**src/rtl/lcd_arb_pkg.sv**
```systemverilog
// lcd_arb_pkg
//   Shared definitions for the LCD write arbiter: the arbiter state
//   encoding, RS values, the common HD44780-style command bytes used by the
//   display-content generators, and the default settle delay.
package lcd_arb_pkg;

   typedef enum logic [2:0] {
      S_IDLE   = 3'd0,
      S_ISSUE  = 3'd1,
      S_WAIT   = 3'd2,
      S_SETTLE = 3'd3,
      S_ACK    = 3'd4
   } arb_state_t;

   localparam logic RS_CMD  = 1'b0;
   localparam logic RS_CHAR = 1'b1;

   localparam logic [7:0] LCD_FUNC_SET  = 8'h38;  // 8-bit bus, 2 lines, 5x8 font
   localparam logic [7:0] LCD_DISP_ON   = 8'h0C;  // display on, cursor off
   localparam logic [7:0] LCD_CLEAR     = 8'h01;
   localparam logic [7:0] LCD_ENTRY     = 8'h06;  // increment, no shift
   localparam logic [7:0] LCD_LINE1     = 8'h80;  // cursor to line 1, column 0
   localparam logic [7:0] LCD_LINE2     = 8'hC0;  // cursor to line 2, column 0

   localparam int DLY_W_DEF      = 18;
   localparam int DLY_CYCLES_DEF = 262143;

endpackage

```
**src/rtl/lcd_dly_timer.sv**
```systemverilog
// lcd_dly_timer
//   Loadable down-counter. load has priority and sets the count; while en is
//   high the count decrements until it reaches zero and then holds.
//   expired is high whenever the count is zero, so a value of N-1 loaded on
//   entry gives exactly N enabled cycles before expired is seen.
// Ports:
//   clk, rst   clock, synchronous active-high reset (count -> 0)
//   load       load load_val into the counter
//   load_val   W-bit reload value
//   en         decrement enable
//   expired    count is zero
module lcd_dly_timer
   import lcd_arb_pkg::*;
#(
   parameter int W = DLY_W_DEF
) (
   input  logic         clk,
   input  logic         rst,
   input  logic         load,
   input  logic [W-1:0] load_val,
   input  logic         en,
   output logic         expired
);

   logic [W-1:0] cnt;

   always_ff @(posedge clk) begin
      if (rst) begin
         cnt <= '0;
      end else if (load) begin
         cnt <= load_val;
      end else if (en && (cnt != '0)) begin
         cnt <= cnt - 1'b1;
      end
   end

   assign expired = (cnt == '0);

endmodule

```
**src/rtl/lcd_write_arbiter.sv**
```systemverilog
// lcd_write_arbiter
//   Shares one LCD_Controller byte interface between two requesters.
//   Round-robin arbitration, start/done sequencing, a post-write settle
//   delay, and a per-requester lock so a whole display line can be streamed
//   without interleaving.
//
//   Requester handshake: a requester raises iREQn with iDATAn/iRSn/iLOCKn
//   stable and holds them until oACKn. The byte is latched on grant; oACKn
//   is a one-cycle pulse after the controller has finished and the settle
//   delay has elapsed. iLOCKn is sampled in the ACK cycle. A request still
//   high in the cycle after oACKn is a new byte.
//
//   Optional feature (macro LCD_DONE_TIMEOUT_EN): bounds the wait for
//   iLCD_DONE to TO_CYCLES; on expiry the write is abandoned, sticky oERR is
//   set and the byte is still settled and acknowledged.
//
// Ports:
//   iCLK, iRST                 clock, synchronous active-high reset
//   iREQn/iDATAn/iRSn/iLOCKn   requester n byte request, byte, RS, lock
//   oACKn                      requester n byte-complete pulse
//   oLCD_DATA/oLCD_RS/oLCD_START  to LCD_Controller iDATA/iRS/iStart
//   iLCD_DONE                  from LCD_Controller oDone
//   oGNT                       current or last owner
//   oBUSY                      state is not IDLE
//   oERR                       sticky done-timeout flag
module lcd_write_arbiter
   import lcd_arb_pkg::*;
#(
   parameter int DLY_W      = DLY_W_DEF,
   parameter int DLY_CYCLES = DLY_CYCLES_DEF,
   parameter int TO_W       = 20,
   parameter int TO_CYCLES  = 1000000
) (
   input  logic       iCLK,
   input  logic       iRST,
   input  logic       iREQ0,
   input  logic [7:0] iDATA0,
   input  logic       iRS0,
   input  logic       iLOCK0,
   output logic       oACK0,
   input  logic       iREQ1,
   input  logic [7:0] iDATA1,
   input  logic       iRS1,
   input  logic       iLOCK1,
   output logic       oACK1,
   output logic [7:0] oLCD_DATA,
   output logic       oLCD_RS,
   output logic       oLCD_START,
   input  logic       iLCD_DONE,
   output logic       oGNT,
   output logic       oBUSY,
   output logic       oERR
);

   // Elaboration-time range checks on the delay parameters.
   if (DLY_CYCLES < 1 || DLY_CYCLES >= (2 ** DLY_W)) begin : g_bad_dly
      $error("lcd_write_arbiter: DLY_CYCLES out of range for DLY_W");
   end
   if (TO_CYCLES < 1 || TO_CYCLES >= (2 ** TO_W)) begin : g_bad_to
      $error("lcd_write_arbiter: TO_CYCLES out of range for TO_W");
   end

   arb_state_t state_q, state_d;
   logic [7:0] data_q, data_d;
   logic       rs_q, rs_d;
   logic       start_q, start_d;
   logic       gnt_q, gnt_d;
   logic       ptr_q, ptr_d;      // last requester that received an ACK
   logic       lock_q, lock_d;
   logic       owner_q, owner_d;

   logic       el0, el1, pick;
   logic       dly_load, dly_expired;
   logic       timeout;

`ifdef LCD_DONE_TIMEOUT_EN
   logic       err_q, err_d;
   logic       to_load, to_expired;

   // Loaded with TO_CYCLES-1 on grant, so oLCD_START is high for at most
   // TO_CYCLES cycles across ISSUE and WAIT.
   lcd_dly_timer #(.W(TO_W)) u_to_timer (
      .clk      (iCLK),
      .rst      (iRST),
      .load     (to_load),
      .load_val (TO_W'(TO_CYCLES - 1)),
      .en       ((state_q == S_ISSUE) || (state_q == S_WAIT)),
      .expired  (to_expired)
   );

   assign timeout = to_expired;
   assign oERR    = err_q;
`else
   assign timeout = 1'b0;
   assign oERR    = 1'b0;
`endif

   // Loaded with DLY_CYCLES-1 when the controller finishes, so SETTLE lasts
   // exactly DLY_CYCLES cycles.
   lcd_dly_timer #(.W(DLY_W)) u_settle_timer (
      .clk      (iCLK),
      .rst      (iRST),
      .load     (dly_load),
      .load_val (DLY_W'(DLY_CYCLES - 1)),
      .en       (state_q == S_SETTLE),
      .expired  (dly_expired)
   );

   always_comb begin
      state_d  = state_q;
      data_d   = data_q;
      rs_d     = rs_q;
      start_d  = start_q;
      gnt_d    = gnt_q;
      ptr_d    = ptr_q;
      lock_d   = lock_q;
      owner_d  = owner_q;
      dly_load = 1'b0;
`ifdef LCD_DONE_TIMEOUT_EN
      to_load  = 1'b0;
      err_d    = err_q;
`endif

      // While locked only the owner may be granted.
      el0  = iREQ0 && (!lock_q || (owner_q == 1'b0));
      el1  = iREQ1 && (!lock_q || (owner_q == 1'b1));
      pick = (el0 && el1) ? ~ptr_q : el1;

      unique case (state_q)
         S_IDLE: begin
            if (el0 || el1) begin
               data_d  = pick ? iDATA1 : iDATA0;
               rs_d    = pick ? iRS1 : iRS0;
               gnt_d   = pick;
               start_d = 1'b1;
               state_d = S_ISSUE;
`ifdef LCD_DONE_TIMEOUT_EN
               to_load = 1'b1;
`endif
            end
         end
         // ISSUE is the first cycle of oLCD_START; a done seen there is
         // honoured the same way as in WAIT.
         S_ISSUE, S_WAIT: begin
            if (iLCD_DONE) begin
               start_d  = 1'b0;
               dly_load = 1'b1;
               state_d  = S_SETTLE;
            end else if (timeout) begin
               start_d  = 1'b0;
               dly_load = 1'b1;
               state_d  = S_SETTLE;
`ifdef LCD_DONE_TIMEOUT_EN
               err_d    = 1'b1;
`endif
            end else begin
               state_d  = S_WAIT;
            end
         end
         S_SETTLE: begin
            if (dly_expired) begin
               state_d = S_ACK;
            end
         end
         S_ACK: begin
            ptr_d   = gnt_q;
            lock_d  = gnt_q ? iLOCK1 : iLOCK0;
            owner_d = gnt_q;
            state_d = S_IDLE;
         end
         default: begin
            state_d = S_IDLE;
         end
      endcase
   end

   always_ff @(posedge iCLK) begin
      if (iRST) begin
         state_q <= S_IDLE;
         data_q  <= 8'h00;
         rs_q    <= RS_CMD;
         start_q <= 1'b0;
         gnt_q   <= 1'b0;
         ptr_q   <= 1'b1;   // requester 0 wins the first contention
         lock_q  <= 1'b0;
         owner_q <= 1'b0;
`ifdef LCD_DONE_TIMEOUT_EN
         err_q   <= 1'b0;
`endif
      end else begin
         state_q <= state_d;
         data_q  <= data_d;
         rs_q    <= rs_d;
         start_q <= start_d;
         gnt_q   <= gnt_d;
         ptr_q   <= ptr_d;
         lock_q  <= lock_d;
         owner_q <= owner_d;
`ifdef LCD_DONE_TIMEOUT_EN
         err_q   <= err_d;
`endif
      end
   end

   assign oLCD_DATA  = data_q;
   assign oLCD_RS    = rs_q;
   assign oLCD_START = start_q;
   assign oGNT       = gnt_q;
   assign oBUSY      = (state_q != S_IDLE);
   assign oACK0      = (state_q == S_ACK) && (gnt_q == 1'b0);
   assign oACK1      = (state_q == S_ACK) && (gnt_q == 1'b1);

endmodule
```
**config.mk**
```make
export PLATFORM = sky130hd
export DESIGN_NAME = lcd_write_arbiter
export DESIGN_NICKNAME = d
export VERILOG_FILES = /design/src/rtl/lcd_arb_pkg.sv /design/src/rtl/lcd_dly_timer.sv /design/src/rtl/lcd_write_arbiter.sv
export SDC_FILE = /design/constraint.sdc
export NUM_CORES = 1
export LEC_CHECK = 0
export CORE_UTILIZATION = 39
export DETAILED_ROUTE_END_ITERATION = 6
export PLACE_DENSITY = 0.64
export SYNTH_ARGS = -nofsm -noshare
export SYNTH_HDL_FRONTEND = slang
export SYNTH_SLANG_ARGS = --single-unit
```
**constraint.sdc**
```tcl
create_clock -name iCLK -period 4.95 [get_ports iCLK]
set_clock_uncertainty 0.05 [all_clocks]
set_input_delay 0.99 -clock iCLK [delete_from_list [all_inputs] [get_ports iCLK]]
set_output_delay 0.99 -clock iCLK [all_outputs]
set_load 0.1 [all_outputs]
```
==> results of run 1 <==
cells in the final DEF (no fill, tap or decap), types with 2 or more instances in the layout:
master,n
ha_1,2
a211oi_1,11
mux2i_1,13
and3_1,3
clkbuf_8,7
o211ai_1,2
nand4b_1,2
dfxtp_1,35
nor3_1,8
nand2_1,8
nor3b_1,2
a21oi_1,8
clkdlybuf4s50_1,38
or3_1,5
a31oi_1,7
nand2b_1,2
a311o_1,2
inv_1,8
o31ai_1,3
nor2_1,25
buf_4,2
o21ai_0,3
nor4_1,8
or4_1,2
or2_2,2
and4_1,2
o41ai_1,3
nand3_1,5
a221oi_1,2
a311oi_1,3
logic make-up after synthesis:
logic type / count (synthesis) / synth area share
mux: 14 / 0.07820
fa+ha+maj: 2 / 0.01384
buf+inv: 21 / 0.04705
simple gates: 80 / 0.2388
flops: 35 / 0.3875
xor+xnor: 1 / 0.004845
other cells: 1 / 0.002074
compound gates: 56 / 0.2277
stage by stage:
stage	instances	hold slack [ns]	instance area, um2	total power [W]
after CTS	297	0.4467	2322	0.001091
after floorplan	210	0.3884	1808	0.0007433
after global placement	289	0.4186	2218	0.0008569
after detailed placement	289	0.4284	2218	0.0008548
after global routing	297	0.4715	2322	0.001155
final	297	0.4412	2322	0.001088
flip-flops by register name (all words and copies together), names as in the netlist:
register,flops
lock_q,1
oGNT,1
oLCD_DATA,8
oLCD_RS,1
oLCD_START,1
owner_q,1
ptr_q,1
state_q,3
u_settle_timer.cnt,18
tightest hold or removal path: cells and delay by family (launching register included):
| family | cells | cell delay [ns] |
|---|---|---|
| flops | 1 | 0.34 |
| compound gates | 1 | 0.07 |
| simple gates | 1 | 0.06 |
where the power goes:
part / total, W / internal (W) / switching (W) / leakage [nW]
clock: 0.000233 / 0.000127 / 0.000107 / 0.0505
sequential: 0.000385 / 0.000331 / 0.0000531 / 0.288
combinational: 0.000471 / 0.000149 / 0.000321 / 0.522
total: 0.00109 / 0.000607 / 0.000481 / 0.861
path summary, 6_finish.rpt:
kind                                   endpoint  slack (ns)  depth (start not counted)
min                          ptr_q$_SDFFE_PP1N_        0.44                          2
min reg2reg                  ptr_q$_SDFFE_PP1N_        0.44                          2
max                                       oACK0        1.56                          4
max reg2reg  u_settle_timer.cnt[8]$_SDFFE_PP0P_        2.42                          6
synthesized netlist by cell type, types with 4 or more instances:
cell type  count  share of area
nand2_1        8          0.017
dfxtp_1       35           0.39
nand3_1        5          0.014
o21ai_0        4          0.011
a21oi_1        8          0.022
nor3_1         8          0.022
inv_1          8          0.017
a211oi_1      12          0.050
mux2i_1       13          0.072
nor4_1         8          0.028
nor2_1        25          0.052
or3_1          5          0.017
clkbuf_1       9          0.019
a31oi_1        7          0.024
routing by layer:
metal | share of wire | track usage
met2 | 0.45 | 0.2799
met1 | 0.47 | 0.2455
met5 | 0 | 0
met4 | 0.016 | 0.07333
met3 | 0.061 | 0.07215
area by class of cell:
class	count	share of cell area
tap	52	0.02802
multi-input combinational	154	0.4424
timing repair buffer	40	0.1703
clock inverter	1	0.003233
sequential	35	0.3017
clock buffer	7	0.04149
inverter	8	0.01293
==> key figures, run 1 <==
Placed design
  – DP Wirelength: 2882 um
  – Count of buffers from port buffering: 38
  – Final RePlAce weighted congestion: 0.8721
  – DP Worst Slack: 1.904 ns

Global route
  – Via count of the first global-routing pass: 1600
  – Global-route wire length before repair: 7417 um
  – Largest net degree at the start of global routing: 30
  – Initial antenna violation count: 0
  – Total global routing overflow: 0
  – GR Util All Layers: 0.1884

Clocking
  – Reg clk slew, reported paths: 0.08 ns
  – Clock tree from TritonCTS: yes
  – # hold bufs at CTS: 0
  – Clock sink count: 35
  – Clock buffers created by TritonCTS: 5
  – Buffer depth of the longest clock path: 2
  – Clock insertion delay at the later pin of the skew report: 0.29 ns
  – Post-CTS Setup Inserts: 0
  – Clock tree root driver cell: clkbuf_8
  – Clock H-tree levels: 2
  – Post-CTS resize count: 0

Floorplan
  – Placeable core region: 4414 um2
  – Site Rows: 24
  – Initial Util: 0.4096
  – I/O pin count: 40
  – Overall die width: 70.09 um
  – Height of the die: 70.09 um
  – Floorplan die area: 4912 um2

Worst setup path
  – Bufs and invs on worst path: 1
  – Most Frequent Cell on Critical Path: nor2_1
  – Cells along the critical path: nor2_1 > nand2_1 > nor2_1 > clkdlybuf4s50_1
  – Critical path endpoint category: output port
  – Slowest-stage cell, CP: clkdlybuf4s50_1
  – Arrival time worst endpoint: 2.35 ns
  – Startpoint of the worst-slack reg-to-reg timing path: u_settle_timer.cnt[0]$_SDFFE_PP0P_
  – Crit-path max cell delay: 1.14 ns
  – CP Class: register to output port
  – Cell family with most CP delay: buffers and inverters
  – Crit Path Max Fanout: 7
  – Critical path startpoint: state_q[0]$_SDFFE_PP0P_
  – Worst Setup Start Kind: register
  – WP data required: 3.91 ns

Timing
  – Worst slew margin: 0.2719
  – Min Clock Period, post-route: 3.392 ns
  – Slew Viols, Final: 0
  – Fin worst setup slack: 1.558 ns
  – Unrepaired setup endpoints after global routing: no
  – Share of the cycle needed by the critical path after routing: 0.6853
  – Setup violation total in the final timing report: 0
  – Fin. Hold Viols: 0
  – Worst-margin pin slew: 1.085 ns
  – Highest attainable clock frequency: 294.8 MHz
  – Setup TNS: 0 ns

Detailed routing
  – Remaining routing DRC violations: 0
  – WL final: 4224 um
  – DR iter-0 viols: 128
  – Drt first pass iters: 4
  – Count of vias placed by the detailed router: 1730
  – Vias per Instance: 5.825
  – Routed wire per std cell: 14.22 um
  – Final antenna-violating net count: 0

Logic synthesis
  – Synthesized netlist cell count: 210
  – Dominant synthesized flop cell: dfxtp_1
  – Distinct cells, synth: 51
  – Seq/Total Area, Yosys: 0.3875
  – Cell Area, Synth: 1808 um2
  – Syn avg cell area: 8.609 um2
  – Flip-flop and latch count after synthesis: 35
  – Synthesized netlist net count: 237
  – Async SR Flop Fraction: 0
  – Count of flip-flops with a built-in enable after synthesis: 0
  – Number of warnings printed during yosys synthesis: 0

Finish
  – Area grow syn2layout: 28.44%
  – Utilization of the core after routing: 0.5261
  – Fill cells: 414
  – Fraction of final layout cells with drive strength greater than 1: 0.06531
  – Number of antenna repair diodes: 0
  – Flip-flop and latch area: 700.7 um2
  – Multi-input logic area: 1027 um2
  – # nets final: 271

Outcome
  – Status: finished clean

Power and ir drop
  – Leakage power: 0.8610 nW
  – Power per unit of standard cell area: 468.6 nW/um2
  – Peak ir drop on the vdd network: 0.2170 mV

Min path
  – Hold path startpoint: ptr_q$_SDFFE_PP1N_
  – Tightest Hold Check Type: register to register

Job
  – Count of max-cap constraint violations: 0
Power figures use the tool's default switching activity.
==> inputs of run 2 (changes only) <==
- PLACE_DENSITY: 0.64 -> 0.67
- clock period: 4.95 -> 2.9 ns (I/O delays scaled with it)
==> key figures, run 2 (synthesis results as in run 1) <==
Floorplan
  – Overall die width: 70.09 um (unchanged)
  – Height of the die: 70.09 um (unchanged)
  – Placeable core region: 4414 um2 (unchanged)
  – Initial Util: 0.4096 (unchanged)
  – Floorplan die area: 4912 um2 (unchanged)
  – I/O pin count: 40 (unchanged)
  – Site Rows: 24 (unchanged)

Clocking
  – Buffer depth of the longest clock path: 2 (unchanged)
  – Post-CTS Setup Inserts: 0 (unchanged)
  – Clock sink count: 35 (unchanged)
  – Reg clk slew, reported paths: 0.07 ns (about the same)
  – Clock insertion delay at the later pin of the skew report: 0.29 ns (about the same)
  – Clock buffers created by TritonCTS: 5 (unchanged)
  – Clock tree root driver cell: clkbuf_8
  – Clock tree from TritonCTS: yes
  – Clock H-tree levels: 2 (unchanged)
  – # hold bufs at CTS: 0 (unchanged)
  – Post-CTS resize count: 0 (unchanged)

Worst setup path
  – Crit Path Max Fanout: 9 (+2)
  – CP Class: register to register
  – WP data required: 3.07 ns (-0.84 ns)
  – Arrival time worst endpoint: 2.40 ns (+0.05 ns)
  – Critical path endpoint category: register
  – Worst Setup Start Kind: register

Detailed routing
  – WL final: 4290 um (+1.6%)
  – DR iter-0 viols: 135 (+5.5%)
  – Count of vias placed by the detailed router: 1723 (-0.40%)
  – Vias per Instance: 5.724 (-1.7%)
  – Routed wire per std cell: 14.25 um (+0.21%)
  – Final antenna-violating net count: 0 (unchanged)
  – Remaining routing DRC violations: 0 (unchanged)
  – Drt first pass iters: 4 (unchanged)

Finish
  – Fraction of final layout cells with drive strength greater than 1: 0.1365 (+0.07124)
  – Biggest register: u_settle_timer.cnt
  – Fill cells: 430 (+3.9%)
  – Area grow syn2layout: 28.93%
  – Leading cell types in the layout, fill and taps excluded: 35 x dfxtp_1, 25 x nor2_1, 24 x clkdlybuf4s50_1, 20 x buf_4, 13 x mux2i_1
  – Number of antenna repair diodes: 0 (unchanged)
  – Flip-flop count of the largest register, all copies and words added: 18 (unchanged)
  – Leading cell type in the layout, fill and taps excluded: dfxtp_1
  – # nets final: 275 (+1.5%)

Power and ir drop
  – Peak ir drop on the vdd network: 0.3331 mV (+53%)
  – Leakage power: 0.9142 nW (+6.2%)
  – Power per unit of standard cell area: 821.9 nW/um2 (+75%)

Global route
  – GR Util All Layers: 0.1853 (-0.003123)
  – Via count of the first global-routing pass: 1608 (+0.50%)
  – Initial antenna violation count: 0 (unchanged)
  – Largest net degree at the start of global routing: 29 (-3.3%)
  – Total global routing overflow: 0 (unchanged)
  – Global-route wire length before repair: 7341 um (-1.0%)

Placed design
  – Count of buffers from port buffering: 38 (unchanged)
  – DP Wirelength: 3094 um (+7.4%)
  – Final RePlAce weighted congestion: 0.8186 (-6.1%)

Timing
  – Slew Viols, Final: 0 (unchanged)
  – Min Clock Period, post-route: 2.229 ns
  – Highest attainable clock frequency: 448.7 MHz
  – Setup violation total in the final timing report: 0 (unchanged)
  – Unrepaired setup endpoints after global routing: no
  – Fin Hold WS: 0.4425 ns (+0.001242 ns)
  – Setup TNS: 0 ns (unchanged)
  – Share of the cycle needed by the critical path after routing: 0.7686
  – Worst-margin pin slew: 0.5789 ns (-0.5060 ns)
  – Fin. Hold Viols: 0 (unchanged)
  – Worst slew margin: 0.6109 (+0.3390)

Min path
  – Tightest Hold Check Type: register to register

Outcome
  – Status: finished clean

Job
  – Count of max-cap constraint violations: 0 (unchanged)
[run 2: cell types whose count changed in the layout (fill, tap and decap cells not counted), sizes merged]
| cell | before | now |
|---|---|---|
| buf | 2 | 20 |
| bufinv | 0 | 1 |
| clkbuf | 7 | 6 |
| clkdlybuf4s50 | 38 | 24 |
| clkinv | 0 | 1 |
| clkinvlp | 1 | 0 |
[run 2: per-stage QoR]
step	power (W)	util	std cells	setup WS, ns	area [um2]
6_report	0.001916	0.5281	301	0.6711	2331
5_1_grt	0.002022	0.5281	301	0.4546	2331
4_1_cts	0.001924	0.5281	301	0.6789	2331
3_5_place_dp	0.001463	0.5014	293	0.5714	2213
3_3_place_gp	0.001458	0.5014	293	0.5556	2213
2_1_floorplan	0.001269	-	210	0.1774	1808
[run 2: worst max-delay path, cell delays in order (launching register included)]
cell     delay (ns)
dfxtp_1        0.34
or4_1          0.69
or2_0          0.39
or4b_1         0.53
a31oi_1        0.16
[run 2: layer usage]
layer	part of all wire	vias to the layer above	GRT usage
met5	0	-	0
met4	0.0063	0	0.05333
met3	0.054	2	0.05483
met2	0.45	46	0.2906
met1	0.49	794	0.2464
li1	-	881	-
[run 2: final timing paths]
path / startpoint / to / cells after the start / slack [ns]
min: ptr_q$_SDFFE_PP1N_ / ptr_q$_SDFFE_PP1N_ / 2 / 0.44
min reg2reg: ptr_q$_SDFFE_PP1N_ / ptr_q$_SDFFE_PP1N_ / 2 / 0.44
max: u_settle_timer.cnt[7]$_SDFFE_PP0P_ / u_settle_timer.cnt[13]$_SDFFE_PP0P_ / 4 / 0.67
max reg2reg: u_settle_timer.cnt[7]$_SDFFE_PP0P_ / u_settle_timer.cnt[13]$_SDFFE_PP0P_ / 4 / 0.67
[run 2: cell type report]
class | instances | area, um2 | share of cell area
clock buffers | 6 | 82.58 | 0.03543
clock inverters | 2 | 35.03 | 0.01503
inverters | 8 | 30.03 | 0.01288
multi-input cells | 154 | 1027 | 0.4407
flip-flops and latches | 35 | 700.7 | 0.3006
well taps | 52 | 65.06 | 0.02791
repair buffers | 44 | 390.4 | 0.1675
[run 2: report_power, final]
| part | total (W) | internal [W] | switching (W) |
|---|---|---|---|
| logic | 0.000803 | 0.000259 | 0.000544 |
| clock network | 0.000457 | 0.000278 | 0.000179 |
| registers | 0.000656 | 0.000566 | 0.0000900 |
==> inputs of run 3 (changes only) <==
- clock period: 2.9 -> 1.87 ns (I/O delays scaled with it)
==> key figures, run 3 (synthesis results as in run 1) <==
Timing
  – Highest attainable clock frequency: 523.9 MHz (+17%)
  – Setup violation total in the final timing report: 3 (+3)
  – Min Clock Period, post-route: 1.909 ns (-0.3201 ns)
  – Unrepaired setup endpoints after global routing: yes
  – Share of the cycle needed by the critical path after routing: 1.021 (+0.2522)
  – Setup TNS: -0.09155 ns (-0.09155 ns)
  – Fin. Hold Viols: 0 (unchanged)
  – Fin Hold WS: 0.4284 ns (-0.01405 ns)
  – Slew Viols, Final: 0 (unchanged)
  – Fin worst setup slack: -0.03881 ns (-0.7099 ns)

Placed design
  – Count of buffers from port buffering: 38 (unchanged)
  – DP Worst Slack: -0.1420 ns (-0.7134 ns)
  – DP Wirelength: 3593 um (+16%)
  – Final RePlAce weighted congestion: 0.8374 (+2.3%)
  – Post-detailed-placement cell area: 2678 um2 (+21%)

Clocking
  – Clock sink count: 35 (unchanged)
  – Buffer depth of the longest clock path: 2 (unchanged)
  – Clock buffers created by TritonCTS: 5 (unchanged)
  – Clock insertion delay at the later pin of the skew report: 0.29 ns (about the same)
  – Clock tree from TritonCTS: yes
  – Reg clk slew, reported paths: 0.08 ns (about the same)
  – # hold bufs at CTS: 0 (unchanged)
  – Clock tree root driver cell: clkbuf_8
  – Clock H-tree levels: 2 (unchanged)

Detailed routing
  – Count of vias placed by the detailed router: 1881 (+9.2%)
  – Remaining routing DRC violations: 0 (unchanged)
  – DR iter-0 viols: 124 (-8.1%)
  – WL final: 4833 um (+13%)
  – Routed wire per std cell: 14.30 um (+0.33%)
  – Drt first pass iters: 4 (unchanged)
  – Vias per Instance: 5.565 (-2.8%)
  – Final antenna-violating net count: 0 (unchanged)

Worst setup path
  – Worst Reg2Reg Path Length in Cells: 4 (unchanged)
  – Startpoint of the worst-slack reg-to-reg timing path: u_settle_timer.cnt[8]$_SDFFE_PP0P_
  – CP Class: register to register
  – End of the worst register-to-register path: u_settle_timer.cnt[13]$_SDFFE_PP0P_
  – Worst Setup Start Kind: register
  – Critical path startpoint: u_settle_timer.cnt[8]$_SDFFE_PP0P_
  – Critical path endpoint category: register
  – Flop2flop setup slack: -0.04 ns (-0.71 ns)
  – Crit Path Max Fanout: 4 (-5)
  – WP data required: 2.03 ns (-1.04 ns)
  – Arrival time worst endpoint: 2.07 ns (-0.33 ns)

Finish
  – Multi-input logic area: 1121 um2 (+9.1%)
  – Fill cells: 361 (-16%)
  – Leading cell type in the layout, fill and taps excluded: buf_4
  – Fraction of final layout cells with drive strength greater than 1: 0.3217 (+0.1851)
  – Area grow syn2layout: 58.96%
  – Flip-flop and latch area: 705.7 um2 (+0.71%)
  – Final non-filler cell area: 2874 um2 (+23%)
  – Flip-flop count of the largest register, all copies and words added: 18 (unchanged)
  – Biggest register: u_settle_timer.cnt
  – # nets final: 312 (+13%)
  – Utilization of the core after routing: 0.6511 (+0.1230)
  – Number of antenna repair diodes: 0 (unchanged)
  – Leading cell types in the layout, fill and taps excluded: 40 x buf_4, 31 x dfxtp_1, 24 x clkdlybuf4s50_1, 22 x nor2_1, 15 x buf_12

Global route
  – Via count of the first global-routing pass: 1704 (+6.0%)
  – Largest net degree at the start of global routing: 21 (-28%)
  – Global-route wire length before repair: 7817 um (+6.5%)
  – GR Util All Layers: 0.1980 (+0.01274)
  – Initial antenna violation count: 0 (unchanged)
  – Total global routing overflow: 0 (unchanged)

Min path
  – Tightest Hold Check Type: register to register
  – Cell count of the worst hold path: 2 (unchanged)
  – Endpoint, Worst Hold: ptr_q$_SDFFE_PP1N_
  – Hold path startpoint: ptr_q$_SDFFE_PP1N_

Job
  – Count of max-cap constraint violations: 0 (unchanged)

Power and ir drop
  – Power per unit of standard cell area: 1194 nW/um2 (+45%)
  – Leakage power: 1.139 nW (+25%)
  – Peak ir drop on the vdd network: 0.6113 mV (+84%)

Floorplan
  – Placeable core region: 4414 um2 (unchanged)
  – Initial Util: 0.4096 (unchanged)
  – Site Rows: 24 (unchanged)
  – Overall die width: 70.09 um (unchanged)
  – Floorplan die area: 4912 um2 (unchanged)
  – Height of the die: 70.09 um (unchanged)
  – I/O pin count: 40 (unchanged)

Outcome
  – Status: finished, violations left
  – Violated checks: setup timing
==> run 3: cell count changes in the layout (fill, tap and decap cells not counted), sizes merged <==
cell / previous run / this run
buf: 20 / 57
clkinvlp: 0 / 2
bufinv: 1 / 0
inv: 8 / 7
==> run 3: how the worst max path moves through the flow <==
stage,to,slack (ns),depth (start not counted)
2_1_floorplan,u_settle_timer.cnt[13]$_SDFFE_PP0P_,-0.14,6
3_3_place_gp,u_settle_timer.cnt[13]$_SDFFE_PP0P_,-0.09,4
3_5_place_dp,u_settle_timer.cnt[13]$_SDFFE_PP0P_,-0.14,4
4_1_cts,u_settle_timer.cnt[0]$_SDFFE_PP0P_,-0.04,5
5_1_grt,u_settle_timer.cnt[1]$_SDFFE_PP0P_,-0.08,7
6_report,u_settle_timer.cnt[13]$_SDFFE_PP0P_,-0.04,4
==> run 3: what timing repair did <==
action | CTS | global route
gates resized for setup | 9 | 14
pin swaps | 2 | 8
setup buffers | 0 | 2
endpoints found under the setup margin | 12 | 18
==> run 3: power by group <==
part | leakage, nW | internal, W | switching, W | total (W)
logic | 0.808 | 0.000866 | 0.00104 | 0.00191
clock network | 0.0412 | 0.000260 | 0.000273 | 0.000533
registers | 0.290 | 0.000880 | 0.000108 | 0.000988
==> run 3: area by class of cell <==
type / count / share of cell area
clock buffers: 6 / 0.02525
clock inverters: 2 / 0.004353
repair buffers: 81 / 0.3004
flip-flops and latches: 35 / 0.2455
multi-input cells: 154 / 0.3901
inverters: 8 / 0.01175
well taps: 52 / 0.02264
==> run 3: per-stage QoR <==
stage	power [W]	std cells
global route	0.003630	338
floorplan	0.002000	210
detailed placement	0.002730	328
global placement	0.002710	328
finish	0.003431	338
CTS	0.003329	336
==> run 3: layer usage <==
metal,wire (um),global-route usage,up-vias
met1,2238,0.2744,889
met3,196,0.04762,7
li1,-,-,951
met5,0,0,-
met4,68,0.05556,0
met2,2331,0.3066,34
==> run 3: worst max-delay path: stages (launching register included) <==
cell and delay (ns):
dfxtp_2 0.32, or4_4 0.57, or2_4 0.27, or4b_1 0.50
a31oi_1 0.13
